## src/rtl/dsp_dot_seq.sv

```systemverilog
// dsp_dot_seq
// Streams signed operand pairs into an accumulating multiply-add DSP block,
// one vector at a time, and returns the dot product once the DSP pipeline
// has delivered the final sum.
//
// Ports
//   CLK, ARST              clock (rising edge), async active-high reset
//   in_valid/in_ready      operand-pair handshake; in_last marks the final pair
//   in_a, in_b             signed operands
//   dsp_a, dsp_b, dsp_clr  registered drive to the DSP; dsp_clr=1 restarts
//                          the accumulator from this product
//   dsp_p                  DSP accumulator output
//   out_valid/out_ready    result handshake
//   out_data               final dot product (wraps modulo 2^P_W)
//   out_count              number of elements in the vector
//   out_err                vector was cut at MAX_LEN without in_last
//
// State | Meaning
// ------+------------------------------------------------------------
// ACCUM | accepting pairs, feeding the DSP
// DRAIN | waiting out DSP latency before sampling dsp_p
// HOLD  | result presented, waiting for out_ready
module dsp_dot_seq #(
    parameter int  A_W     = 18,
    parameter int  B_W     = 18,
    parameter int  P_W     = 40,
    parameter int  LAT     = 2,
    parameter int  MAX_LEN = 256,
    localparam int CW      = $clog2(MAX_LEN + 1)
) (
    input  logic                  CLK,
    input  logic                  ARST,
    input  logic                  in_valid,
    output logic                  in_ready,
    input  logic signed [A_W-1:0] in_a,
    input  logic signed [B_W-1:0] in_b,
    input  logic                  in_last,
    output logic signed [A_W-1:0] dsp_a,
    output logic signed [B_W-1:0] dsp_b,
    output logic                  dsp_clr,
    input  logic signed [P_W-1:0] dsp_p,
    output logic                  out_valid,
    input  logic                  out_ready,
    output logic signed [P_W-1:0] out_data,
    output logic [CW-1:0]         out_count,
    output logic                  out_err
);

    localparam int DW = $clog2(LAT + 1);

    typedef enum logic [1:0] {
        ACCUM = 2'd0,
        DRAIN = 2'd1,
        HOLD  = 2'd2
    } state_t;

    state_t                r_state;
    state_t                w_state_nxt;
    logic [CW-1:0]         r_cnt;
    logic                  r_err;
    logic [DW-1:0]         r_drain;
    logic signed [A_W-1:0] r_dsp_a;
    logic signed [B_W-1:0] r_dsp_b;
    logic                  r_dsp_clr;
    logic signed [P_W-1:0] r_out_data;
    logic [CW-1:0]         r_out_count;
    logic                  r_out_err;

    logic w_accept;
    logic w_end;
    logic w_cnt_full;
    logic w_capture;
    logic w_release;

    // This element fills the vector to MAX_LEN.
    assign w_cnt_full = (r_cnt == CW'(MAX_LEN - 1));

    always_ff @(posedge CLK or posedge ARST) begin
        if (ARST) begin
            r_state <= ACCUM;
        end else begin
            r_state <= w_state_nxt;
        end
    end

    always_comb begin
        w_state_nxt = r_state;
        w_accept    = 1'b0;
        w_end       = 1'b0;
        w_capture   = 1'b0;
        w_release   = 1'b0;
        case (r_state)
            ACCUM: begin
                w_accept = in_valid;
                w_end    = in_valid && (in_last || w_cnt_full);
                if (w_end) begin
                    w_state_nxt = DRAIN;
                end
            end
            DRAIN: begin
                if (r_drain == '0) begin
                    w_capture   = 1'b1;
                    w_state_nxt = HOLD;
                end
            end
            HOLD: begin
                if (out_ready) begin
                    w_release   = 1'b1;
                    w_state_nxt = ACCUM;
                end
            end
            default: begin
                w_state_nxt = ACCUM;
            end
        endcase
    end

    always_ff @(posedge CLK or posedge ARST) begin
        if (ARST) begin
            r_cnt       <= '0;
            r_err       <= 1'b0;
            r_drain     <= '0;
            r_dsp_a     <= '0;
            r_dsp_b     <= '0;
            r_dsp_clr   <= 1'b0;
            r_out_data  <= '0;
            r_out_count <= '0;
            r_out_err   <= 1'b0;
        end else begin
            // Idle cycles feed zero operands so the DSP accumulator holds.
            r_dsp_a   <= w_accept ? in_a : '0;
            r_dsp_b   <= w_accept ? in_b : '0;
            r_dsp_clr <= w_accept && (r_cnt == '0);

            if (w_accept) begin
                r_cnt <= r_cnt + 1'b1;
                // A last flag on the MAX_LEN-th element is a normal end, not a cut.
                if (w_cnt_full && !in_last) begin
                    r_err <= 1'b1;
                end
            end

            // Loaded at the final accept; dsp_p is sampled once it runs down to zero,
            // one cycle after the product of that element reaches dsp_p.
            if (w_end) begin
                r_drain <= DW'(LAT);
            end else if (r_state == DRAIN && r_drain != '0) begin
                r_drain <= r_drain - 1'b1;
            end

            if (w_capture) begin
                r_out_data  <= dsp_p;
                r_out_count <= r_cnt;
                r_out_err   <= r_err;
            end

            if (w_release) begin
                r_cnt <= '0;
                r_err <= 1'b0;
            end
        end
    end

    // Depends only on state; ARST gating keeps it low while reset is held.
    assign in_ready  = (r_state == ACCUM) && !ARST;
    assign out_valid = (r_state == HOLD);
    assign dsp_a     = r_dsp_a;
    assign dsp_b     = r_dsp_b;
    assign dsp_clr   = r_dsp_clr;
    assign out_data  = r_out_data;
    assign out_count = r_out_count;
    assign out_err   = r_out_err;

endmodule

```

## config.mk

```make
export PLATFORM = sky130hd
export DESIGN_NAME = dsp_dot_seq
export DESIGN_NICKNAME = d
export VERILOG_FILES = /design/src/rtl/dsp_dot_seq.sv
export SDC_FILE = /design/constraint.sdc
export NUM_CORES = 1
export LEC_CHECK = 0
export CAP_MARGIN = 20
export CORE_MARGIN = 1
export CORE_UTILIZATION = 30
export DETAILED_ROUTE_END_ITERATION = 10
export PLACE_DENSITY = 0.72
export SLEW_MARGIN = 20
export SYNTH_ARGS = -nofsm -noshare
export SYNTH_HDL_FRONTEND = slang
export SYNTH_SLANG_ARGS = --single-unit
```

## constraint.sdc

```tcl
create_clock -name CLK -period 4.1 [get_ports CLK]
set_input_delay 0.82 -clock CLK [delete_from_list [all_inputs] [get_ports CLK]]
set_output_delay 0.82 -clock CLK [all_outputs]
set_load 0.05 [all_outputs]
```

==> flow_summary.toml, run 1 <==
[floorplanning]
die_y_um = 114
dieArea_sq_um = 13000
coreArea_sq_um = 12100
io-pin-count = 170
fp-row-count = 40
start_util_pct = 31.0
die_x_um = 114

[critical_path]
cp.depth = 3
startpoint_type = "primary input"
worst-path-buf-inv = 2
critPathMaxFanout = 2
crit_type = "in -> out"
cp_cell_sequence = "clkdlybuf4s50_1 > nor3_1 > clkdlybuf4s50_1"
rrSetupSlack_ns = 2.15
critPathArrivalTime_ns = 2.28
slowest_stage = "clkdlybuf4s50_1"
slowest_delay_ns = 0.83
reg2reg_from = "r_drain[0]"
crit_path_end_kind = "output port"
crit_end = "in_ready"
cp_common_cell = "clkdlybuf4s50_1"
critical_path_required_ns = 3.28
crit_family = "buffers and inverters"
r2r_end = "out_data[19]"
r2r_cells = 6
cp-startpoint = "ARST"

[synthesis]
syn-num-nets = 349
synth_area_leader_cell = "dfrtp_1"
ys_ff_latch = 101
seq_area_frac_synth_pct = 67.3
synthDistinctLibCells = 31
syn_area_sq_um = 3750
synth_top_area_share_pct = 67.3
synth_area_leaders = "dfrtp_1 (67%), mux2_2 (14%), and2_1 (6.2%)"
synth_area_per_cell_sq_um = 14.2
yosysWarnings = 0
syn_inst = 264

[power_and_ir_drop]
p_leak_nw = 2.58
power_mw = 5.02
vdd_ir_drop_max_mv = 0.361
p_per_area_nw_per_um2 = 840

[clocking]
cts-root-buf = "clkbuf_16"
postCtsSetupRepairBufs = 0
cts_max_level = 3
cts_tree = "yes"
clkSinkCount = 101
cts_made_buffers = 9
clk_latency_ns = 0.34
clock_path_buffers = 2
path_clk_slew_ns = 0.07
cts_resized = 0
cts_hold_buf = 0

[route]
ant_nets = 0
routed_via_density = 4.33
wirelength_um = 8200
post_drt_wl_per_cell_um = 13.4
via_count = 2646
drtIter0Drc = 84
drc = 0
drt_pass1_iterations = 4

[sta]
rsz0062_at_grt = "no"
slew_viol_final = 0
fin_crit_sh_pct = 75.6
final_hold_viol_count = 0
hold_slack_ns = 0.492
fmax_ghz = 0.323
fin_crit_ns = 3.10
worstMarginPinSlew_ns = 0.903
finalWorstSetupSlack_ns = 1.00
max-slew-margin-rel_pct = 39.8
fin_skew_ns = 0.00568
finalSetupViolations = 0
setup-tns-final_ns = 0

[worst_hold_path]
hp-class = "reg -> reg"
hp-start = "out_count[0]"

[run_status]
status = "finished clean"

[placed_design]
portBuffers = 169
routabilityCongestion = 0.730
dpl.hpwl_um = 6010
preCtsSetupSlack_ns = 1.01

[finish]
mostFrequentLayoutCells = "clkdlybuf4s50_1 (169), dfrtp_1 (101), mux2_2 (47)"
n_antenna_cell = 0
final_common_cell = "clkdlybuf4s50_1"
layout.nets = 523
drive_gt1_share_pct = 16.3
area_delta_synth_final_pct = 59.3

[global_routing]
antenna_found_initial = 0
grt_pass1_vias = 2770
grt_pass1_wl_um = 13300
track_usage_pct = 13.6
grt_start_max_net_pins = 76
grt_overflow = 0

[job]
drv_cap = 0
how the worst min path moves through the flow:
stage                   endpoint  slack [ns]  cells after the start
floorplan                  r_err        0.46                      1
global placement    out_count[8]        0.47                      2
detailed placement  out_count[0]        0.49                      2
CTS                 out_count[0]        0.50                      2
global route         out_data[7]        0.51                      1
finish              out_count[0]        0.49                      2
sequential cells by signal, summed over array words and instances (netlist names), 2 cells and up:
signal and cells:
out_data 40, dsp_a 18, dsp_b 18, out_count 9, r_cnt 9, r_drain 2
r_state 2
routing by layer:
| metal | GRT usage, % | up-vias | wire, um |
|---|---|---|---|
| li1 | - | 1241 | - |
| met1 | 14.6 | 1267 | 3200 |
| met2 | 22.1 | 127 | 3860 |
| met3 | 6.43 | 11 | 976 |
| met4 | 7.27 | 0 | 166 |
| met5 | 0 | - | 0 |
worst register-to-register path: stages (launching register included):
cell and delay (ns):
dfrtp_1 0.37, inv_1 0.05, ha_1 0.20, nand3b_1 0.37
buf_8 0.24, buf_4 0.25, mux2_2 0.36
kinds of logic (layout without fill, tap and decap cells):
kind of cell               count (synthesis)  in the layout  synth area share [%]
AOI/OAI and AO/OA                         17             17                  2.93
xor gates and xnor gates                   1              1                 0.233
adders and majority gates                  4              4                  1.33
buffers and inverters                     20            199                  2.20
DFF                                      101            101                  67.3
muxes                                     49             49                  14.6
and+or+nand+nor                           72             72                  11.3
Yosys cell counts, drive strengths merged:
cell,number
dfrtp,101
mux2,47
and2,37
nand2,11
inv,8
o21ai,8
buf,6
clkbuf,6
nand3,6
a21boi,4
ha,4
mux2i,2
nand3b,2
nand4,2
nor3,2
nor3b,2
o31ai,2
or3b,2
or4,2
a32o,1
and3,1
nand2b,1
nor2,1
nor4,1
nor4b,1
o211ai,1
o21a,1
or3,1
xnor2,1
metrics by stage:
stage	std cells	area, sq um	utilization [%]
after floorplan	264	3750	-
after global placement	594	5650	46.6
after detailed placement	595	5660	46.8
after CTS	611	5980	49.4
after global routing	611	5980	49.4
final	611	5980	49.4
layout make-up:
type / instances / area [sq um]
clock inverters: 7 / 90.1
well taps: 168 / 210
fillers: 1101 / 6130
multi-input cells: 143 / 1150
repair buffers: 175 / 1740
clock buffers: 9 / 225
inverters: 8 / 32.5
flip-flops and latches: 101 / 2530
power breakdown:
part | internal [mW] | leakage (nW) | switching, mW
Combinational | 0.967 | 1.16 | 1.60
Clock | 0.531 | 0.151 | 0.359
Sequential | 1.37 | 1.28 | 0.202
Total | 2.87 | 2.58 | 2.16
(Power assumes the default switching activity.)
==> run 2, diff against run 1 <==
PLACE_DENSITY = 0.74   (was 0.72)
clock period = 2.7 ns   (was 4.1 ns; I/O delays follow)
==> run 2 against run 1 <==
Cell count shrank 0.16%. Flip-flop and latch count is the same. Clock power grew 36%. Sequential share of layout area grew 0.13 points. Wire length shrank 2.6%.
==> flow_summary.toml, run 2 (synthesis results as in run 1) <==
[sta]
fin_crit_ns = 2.36
slew_viol_final = 0
fmax_ghz = 0.423
setup-tns-final_ns = 0
fin_crit_sh_pct = 87.5
finalSetupViolations = 0
rsz0062_at_grt = "no"
fin_skew_ns = 0.00557
final_hold_viol_count = 0
worstMarginPinSlew_ns = 0.556
max-slew-margin-rel_pct = 62.8

[route]
drtIter0Drc = 97
ant_nets = 0
drc = 0
post_drt_wl_per_cell_um = 13.1
routed_via_density = 4.30
via_count = 2620
wirelength_um = 7990
drt_pass1_iterations = 4

[run_status]
status = "finished clean"

[clocking]
cts_resized = 0
clkSinkCount = 101
cts-root-buf = "clkbuf_16"
cts_tree = "yes"
postCtsSetupRepairBufs = 0
cts_made_buffers = 9
cts_hold_buf = 0
path_clk_slew_ns = 0.07
clk_latency_ns = 0.34
cts_max_level = 3
clock_path_buffers = 2

[job]
drv_cap = 0

[critical_path]
critPathMaxFanout = 7
crit_type = "reg -> out"
reg2reg_from = "r_state[1]"
cp-startpoint = "r_state[0]"
r2r_end = "r_cnt[6]"
crit_end = "out_valid"
rrSetupSlack_ns = 0.82
critical_path_required_ns = 2.16
crit_path_end_kind = "output port"
r2r_cells = 3
startpoint_type = "flip-flop"
critPathArrivalTime_ns = 1.82

[global_routing]
antenna_found_initial = 0
grt_pass1_wl_um = 13200
grt_overflow = 0
track_usage_pct = 13.3
grt_pass1_vias = 2695
grt_start_max_net_pins = 61

[finish]
drive_gt1_share_pct = 16.3
multi_input_area_sq_um = 1150
layout.nets = 522
area_delta_synth_final_pct = 58.8
n_antenna_cell = 0
final_cells = 610
mostFrequentLayoutCells = "clkdlybuf4s50_1 (168), dfrtp_1 (101), mux2_2 (47)"
fill_cells = 1112
largest_register_ff_count = 40
final_common_cell = "clkdlybuf4s50_1"
regArea_sq_um = 2530

[placed_design]
dpl.hpwl_um = 5830
portBuffers = 169
routabilityCongestion = 0.739
dp.cells = 594

[power_and_ir_drop]
vdd_ir_drop_max_mv = 0.463
p_per_area_nw_per_um2 = 1260
p_leak_nw = 2.56

[worst_hold_path]
min_delay_path_depth = 2
hp-class = "reg -> reg"

[floorplanning]
die_x_um = 114
die_y_um = 114
io-pin-count = 170
start_util_pct = 31.0
coreArea_sq_um = 12100
dieArea_sq_um = 13000
fp-row-count = 40
-- run 2: cell types whose count changed in the layout (fill, tap and decap cells not counted), sizes merged --
cell | before | now
bufinv | 2 | 0
clkbuf | 9 | 11
clkdlybuf4s50 | 169 | 168
clkinv | 3 | 1
clkinvlp | 2 | 5
inv | 8 | 7
-- run 2: worst min-delay path by stage --
stage | start | to | slack [ns]
after global placement | out_count[8] | out_count[8] | 0.47
final | out_count[1] | out_count[1] | 0.48
after global routing | out_count[1] | out_count[1] | 0.51
after floorplan | r_err | r_err | 0.46
after detailed placement | out_count[1] | out_count[1] | 0.47
after CTS | out_count[1] | out_count[1] | 0.49
-- run 2: critical path: stages (launching register included) --
cell and delay [ns]:
dfrtp_1 0.44, nand2b_1 0.18, inv_1 0.06, clkdlybuf4s50_1 0.80
-- run 2: layer usage --
metal | track usage [%] | up-vias | wire (um) | part of all wire [%]
met2 | 21.0 | 121 | 3730 | 47
met4 | 7.01 | 0 | 167 | 2.1
met1 | 15.4 | 1255 | 3250 | 41
met3 | 5.74 | 10 | 841 | 11
li1 | - | 1234 | - | -
met5 | 0 | - | 0 | 0
-- run 2: report_power, final --
| part | leakage [nW] | switching, mW | internal [mW] |
|---|---|---|---|
| combinational | 1.16 | 2.42 | 1.47 |
| clock | 0.130 | 0.541 | 0.673 |
| sequential | 1.28 | 0.309 | 2.08 |
| total | 2.56 | 3.27 | 4.22 |
-- run 2: area by class of cell --
class                      instances  area share, %
inverter                           8          0.567
sequential                       101           42.4
multi-input combinational        143           19.3
clock buffer                      11           4.24
clock inverter                     5          0.588
timing repair buffer             174           29.4
tap                              168           3.53
-- run 2: stage by stage --
| stage | cell area (sq um) | utilization [%] | setup WS (ns) | power [mW] | hold WS (ns) |
|---|---|---|---|---|---|
| final | 5960 | 49.2 | 0.338 | 7.49 | 0.480 |
| after global routing | 5960 | 49.2 | 0.239 | 7.91 | 0.513 |
| after CTS | 5960 | 49.2 | 0.313 | 7.61 | 0.490 |
| after detailed placement | 5670 | 46.8 | 0.315 | 6.35 | 0.475 |
| after global placement | 5670 | 46.8 | 0.415 | 6.27 | 0.471 |
| after floorplan | 3760 | - | 0.575 | 4.99 | 0.462 |
